<file path="src/rtl/serial_subtractor_ctrl_if.sv">
// Handshake and operand/result bundle for serial_subtractor_ctrl.
// master drives the request and operands; slave returns status and result.
interface serial_subtractor_ctrl_if #(
  parameter int unsigned WIDTH = 8
);
  logic             start;
  logic [WIDTH-1:0] A;
  logic [WIDTH-1:0] B;
  logic             busy;
  logic             done;
  logic [WIDTH-1:0] Diff;
  logic             Borr;

  modport master (
    output start, A, B,
    input  busy, done, Diff, Borr
  );

  modport slave (
    input  start, A, B,
    output busy, done, Diff, Borr
  );
endinterface

</file>
<file path="src/rtl/serial_subtractor_ctrl.sv">
// Bit-serial A-B: one borrow-in subtract cell walked LSB-first over WIDTH cycles.
// Optional macro SERIAL_SUB_SAT_EN clamps Diff to 0 when the final borrow is set.
module serial_subtractor_ctrl #(
  parameter int unsigned WIDTH = 8
) (
  input logic                    clk,
  input logic                    rst_n,
  serial_subtractor_ctrl_if.slave bus
);

  localparam int unsigned CntW = (WIDTH > 1) ? $clog2(WIDTH) : 1;

  typedef enum logic [1:0] {StIdle, StRun, StDone} state_e;

  state_e            state_q;
  logic [WIDTH-1:0]  a_sh_q;
  logic [WIDTH-1:0]  b_sh_q;
  logic [WIDTH-1:0]  res_sh_q;
  logic [WIDTH-1:0]  diff_q;
  logic [CntW-1:0]   cnt_q;
  logic              br_q;
  logic              borr_q;
  logic              busy_q;
  logic              done_q;

  logic              a0;
  logic              b0;
  logic              d;
  logic              br_next;
  logic              last;
  logic [WIDTH-1:0]  res_next;

  always_comb begin
    a0       = a_sh_q[0];
    b0       = b_sh_q[0];
    d        = a0 ^ b0 ^ br_q;
    br_next  = (~a0 & b0) | (~(a0 ^ b0) & br_q);
    res_next = {d, res_sh_q[WIDTH-1:1]};
    last     = (cnt_q == CntW'(WIDTH - 1));
  end

  always_ff @(posedge clk or negedge rst_n) begin
    if (!rst_n) begin
      state_q  <= StIdle;
      a_sh_q   <= '0;
      b_sh_q   <= '0;
      res_sh_q <= '0;
      diff_q   <= '0;
      cnt_q    <= '0;
      br_q     <= 1'b0;
      borr_q   <= 1'b0;
      busy_q   <= 1'b0;
      done_q   <= 1'b0;
    end else begin
      case (state_q)
        StIdle: begin
          if (bus.start) begin
            a_sh_q   <= bus.A;
            b_sh_q   <= bus.B;
            res_sh_q <= '0;
            br_q     <= 1'b0;
            cnt_q    <= '0;
            busy_q   <= 1'b1;
            state_q  <= StRun;
          end
        end
        StRun: begin
          a_sh_q   <= a_sh_q >> 1;
          b_sh_q   <= b_sh_q >> 1;
          res_sh_q <= res_next;
          br_q     <= br_next;
          if (last) begin
            busy_q  <= 1'b0;
            done_q  <= 1'b1;
            borr_q  <= br_next;
`ifdef SERIAL_SUB_SAT_EN
            diff_q  <= br_next ? '0 : res_next;
`else
            diff_q  <= res_next;
`endif
            state_q <= StDone;
          end else begin
            cnt_q <= cnt_q + 1'b1;
          end
        end
        StDone: begin
          done_q <= 1'b0;
          if (bus.start) begin
            // back-to-back: reload straight from the completion cycle
            a_sh_q   <= bus.A;
            b_sh_q   <= bus.B;
            res_sh_q <= '0;
            br_q     <= 1'b0;
            cnt_q    <= '0;
            busy_q   <= 1'b1;
            state_q  <= StRun;
          end else begin
            state_q <= StIdle;
          end
        end
        default: state_q <= StIdle;
      endcase
    end
  end

  assign bus.busy = busy_q;
  assign bus.done = done_q;
  assign bus.Diff = diff_q;
  assign bus.Borr = borr_q;

endmodule

</file>
<file path="src/flat_wrapper.sv">
// flat-port wrapper written by rule: the top's interface ports become plain ports
module serial_subtractor_ctrl_flat 
#(
  parameter int unsigned WIDTH = 8
)
  (clk, rst_n, bus_start, bus_A, bus_B, bus_busy, bus_done, bus_Diff, bus_Borr);
  serial_subtractor_ctrl_if #(.WIDTH(WIDTH)) bus_i ();
  input logic clk;
  input logic rst_n;
  input wire logic [$bits(bus_i.start)-1:0] bus_start;
  input wire logic [$bits(bus_i.A)-1:0] bus_A;
  input wire logic [$bits(bus_i.B)-1:0] bus_B;
  output wire logic [$bits(bus_i.busy)-1:0] bus_busy;
  output wire logic [$bits(bus_i.done)-1:0] bus_done;
  output wire logic [$bits(bus_i.Diff)-1:0] bus_Diff;
  output wire logic [$bits(bus_i.Borr)-1:0] bus_Borr;
  assign bus_i.start = bus_start;
  assign bus_i.A = bus_A;
  assign bus_i.B = bus_B;
  assign bus_busy = bus_i.busy;
  assign bus_done = bus_i.done;
  assign bus_Diff = bus_i.Diff;
  assign bus_Borr = bus_i.Borr;
  serial_subtractor_ctrl #(.WIDTH(WIDTH)) u_core (.clk(clk), .rst_n(rst_n), .bus(bus_i));
endmodule
</file>
<file path="config.mk">
export PLATFORM = sky130hd
export DESIGN_NAME = serial_subtractor_ctrl_flat
export DESIGN_NICKNAME = d
export VERILOG_FILES = /design/src/rtl/serial_subtractor_ctrl_if.sv /design/src/rtl/serial_subtractor_ctrl.sv /design/src/flat_wrapper.sv
export SDC_FILE = /design/constraint.sdc
export NUM_CORES = 1
export LEC_CHECK = 0
export BUFFER_PORTS_ARGS = -buffer_cell sky130_fd_sc_hd__buf_4
export CORE_MARGIN = 2
export CORE_UTILIZATION = 40
export DETAILED_ROUTE_END_ITERATION = 8
export REMOVE_ABC_BUFFERS = 1
export SKIP_LAST_GASP = 1
export SLEW_MARGIN = 20
export SYNTH_ARGS = -nofsm -noshare
export SYNTH_HDL_FRONTEND = slang
export SYNTH_SLANG_ARGS = --single-unit
export TNS_END_PERCENT = 5
</file>
<file path="constraint.sdc">
create_clock -name clk -period 1.7 [get_ports clk]
set_clock_uncertainty 0.05 [all_clocks]
set_input_delay 0.51 -clock clk [delete_from_list [all_inputs] [get_ports clk]]
set_output_delay 0.51 -clock clk [all_outputs]
set_load 0.1 [all_outputs]
</file>
==> impl_metrics.json <==
{
  "postCtsHoldBufs": 0,
  "worstMarginPinSlew_ns": 0.703,
  "post-route-drc-count": 0,
  "cts_tree": "yes",
  "slew_viol_final": 0,
  "rows": 26,
  "num_io_pins": 30,
  "yosysWarningCount": 0,
  "critical_path_required_ns": 1.83,
  "hold_viol": 0,
  "initial_core_util": 0.411,
  "post_cts_buffers": 0,
  "layout_commonest_cell": "dfrtp_1",
  "port_buffers": 29,
  "power_frac_clock": 0.142,
  "sequentialPowerShare": 0.357,
  "coreArea_sq_um": 5040,
  "cp-start-kind": "register",
  "setup_viol": 0,
  "seq_area_frac_synth": 0.483,
  "diodes": 0,
  "power_density_nw_per_um2": 1960,
  "p_comb_frac": 0.501,
  "min_period_ns": 1.56,
  "crit_arrival_ns": 1.69,
  "drt_wl_total_mm": 3.64,
  "max_freq_ghz": 0.640,
  "clk_pin_slew_ns": 0.07,
  "layout_common_cells": "dfrtp_1, buf_4, mux2i_1, nor2b_1, a22o_1",
  "internal_power_mw": 2.70,
  "die_x_microns": 76.0,
  "layout-drive-gt1-share": 0.342,
  "min_path_type": "input port to asynchronous set/reset pin",
  "p_sw_mw": 2.09,
  "yosysUniqueCellTypes": 28,
  "cpMaxStageDelayCell": "fa_1",
  "grt_pass1_wl_mm": 6.33,
  "swShare": 0.437,
  "synth_cells": 169,
  "grt_max_degree": 42,
  "cap_violations": 0,
  "async_flop_share": 1.00,
  "cts_root_buf": "clkbuf_8",
  "worst-path-stages": 4,
  "ant_nets": 0,
  "die_y_microns": 76.0,
  "antenna_found_initial": 0,
  "area_delta_synth_final_pct": 18.2,
  "synth_seq_cells": 40,
  "status": "completed",
  "hpwl_mm": 2.45,
  "crit_type": "register to register",
  "ctsHtreeMaxLevel": 2,
  "via_per_inst": 5.13,
  "total_power_mw": 4.80,
  "numCtsBuffers": 5,
  "crit_family": "adder cells",
  "placedInstanceArea_sq_um": 2340,
  "gr-total-overflow": 0,
  "rsz0062_at_grt": "no",
  "ir_drop_v": 0.000882,
  "grtUsageTotal": 0.134,
  "crit_buf_inv": 1,
  "yosys_most_used_dff": "dfrtp_1",
  "slew_headroom": 0.530,
  "clock_latency_ns": 0.29,
  "path_cells": "inv_1 -> fa_1 -> mux2_1 -> a22o_1",
  "syn_area_sq_um": 2070,
  "cp_slowest_stage_delay_ns": 0.49,
  "postLayoutCellArea_sq_um": 2450,
  "crit_fanout": 3,
  "gp_congestion": 0.650,
  "synth_edf_count": 0,
  "num_vias": 1381,
  "clockBufferDepth": 2,
  "fin_cells": 269,
  "nets": 220,
  "dp.cells": 261,
  "die_area_sq_um": 5770,
  "wl_per_cell_microns": 13.5,
  "leakage_nw": 1.10,
  "cts_sinks": 40,
  "finalCritPeriodShare": 0.919,
  "worstRegToRegCells": 4,
  "drt-pass1-iter-count": 4,
  "cts_resized": 0,
  "worst_setup_path_end_kind": "register",
  "grt_pass1_vias": 1398,
  "initialDrtViolationCount": 42,
  "syn_area_per_cell_sq_um": 12.3
}
[registers in the layout, summed over array words and instances, names as in the netlist]
name             cells
u_core.a_sh_q        8
u_core.b_sh_q        8
u_core.br_q          1
u_core.bus.Borr      1
u_core.bus.Diff      8
u_core.bus.busy      1
u_core.bus.done      1
u_core.cnt_q         3
u_core.res_sh_q      7
u_core.state_q       2
[metal layers]
| metal | track usage | share of wire | wire length, microns |
|---|---|---|---|
| met5 | 0 | 0 | 0 |
| met1 | 0.171 | 0.47 | 1690 |
| met3 | 0.0450 | 0.053 | 194 |
| met4 | 0.0327 | 0.0074 | 27 |
| met2 | 0.221 | 0.47 | 1720 |
[synth_stat cells, types with 3 or more instances]
cell	instances	area share
mux2_1	8	0.043
buf_2	5	0.012
nor2b_1	15	0.045
buf_4	3	0.011
a211oi_2	7	0.042
a21oi_1	7	0.017
dfrtp_1	40	0.48
nand3_1	4	0.0097
o21ai_1	7	0.017
inv_1	4	0.0072
a22o_1	9	0.038
mux2_4	7	0.051
a21oi_2	7	0.030
mux2i_1	16	0.077
a211oi_1	7	0.025
buf_6	4	0.022
nand2_1	6	0.011
[area by class of cell]
cell class,instances,area [sq um]
Timing Repair Buffer,35,275
Sequential cell,40,1000
Inverter,5,18.8
Fill cell,464,2590
Multi-Input combinational cell,111,965
Tap cell,70,87.6
Clock buffer,8,100
[through the flow]
stage | hold WS, ns | worst slack, ns | util | setup TNS [ns]
6_report | 0.144 | 0.138 | 0.486 | 0
5_1_grt | 0.166 | 0.0403 | 0.486 | 0
4_1_cts | 0.152 | 0.0416 | 0.484 | 0
3_5_place_dp | 0.436 | 0.0482 | 0.464 | 0
3_3_place_gp | 0.437 | 0.108 | 0.464 | 0
2_1_floorplan | 0.164 | -0.554 | - | -8.99
[cell families after synthesis]
logic type | share of synthesized area
AOI/OAI and AO/OA | 0.180
xor gates and xnor gates | 0.00423
and+or+nand+nor | 0.0785
DFF | 0.483
buffers and inverters | 0.0555
adders and majority gates | 0.0217
muxes | 0.177
[final timing paths]
| path | startpoint | to | slack, ns |
|---|---|---|---|
| worst max register to register | u_core.b_sh_q[0] | u_core.res_sh_q[7] | 0.14 |
| max in group asynchronous | rst_n | u_core.state_q[0] | 1.09 |
| worst max-delay path | u_core.b_sh_q[0] | u_core.res_sh_q[7] | 0.14 |
| min in group clk | bus_A[4] | u_core.a_sh_q[4] | 0.43 |
| worst min register to register | u_core.bus.Borr | u_core.bus.Borr | 0.44 |
| worst min-delay path | rst_n | u_core.res_sh_q[2] | 0.14 |
[power by group through the flow]
stage          Sequential (mW)  Clock [mW]  Combinational (mW)
5_1_grt                   1.78       0.767                2.60
2_1_floorplan             2.51           0                1.07
3_3_place_gp              1.70           0                2.35
6_report                  1.71       0.681                2.40
4_1_cts                   1.71       0.710                2.43
3_5_place_dp              1.73           0                2.42
No activity file was read; power rests on OpenSTA's default activity.
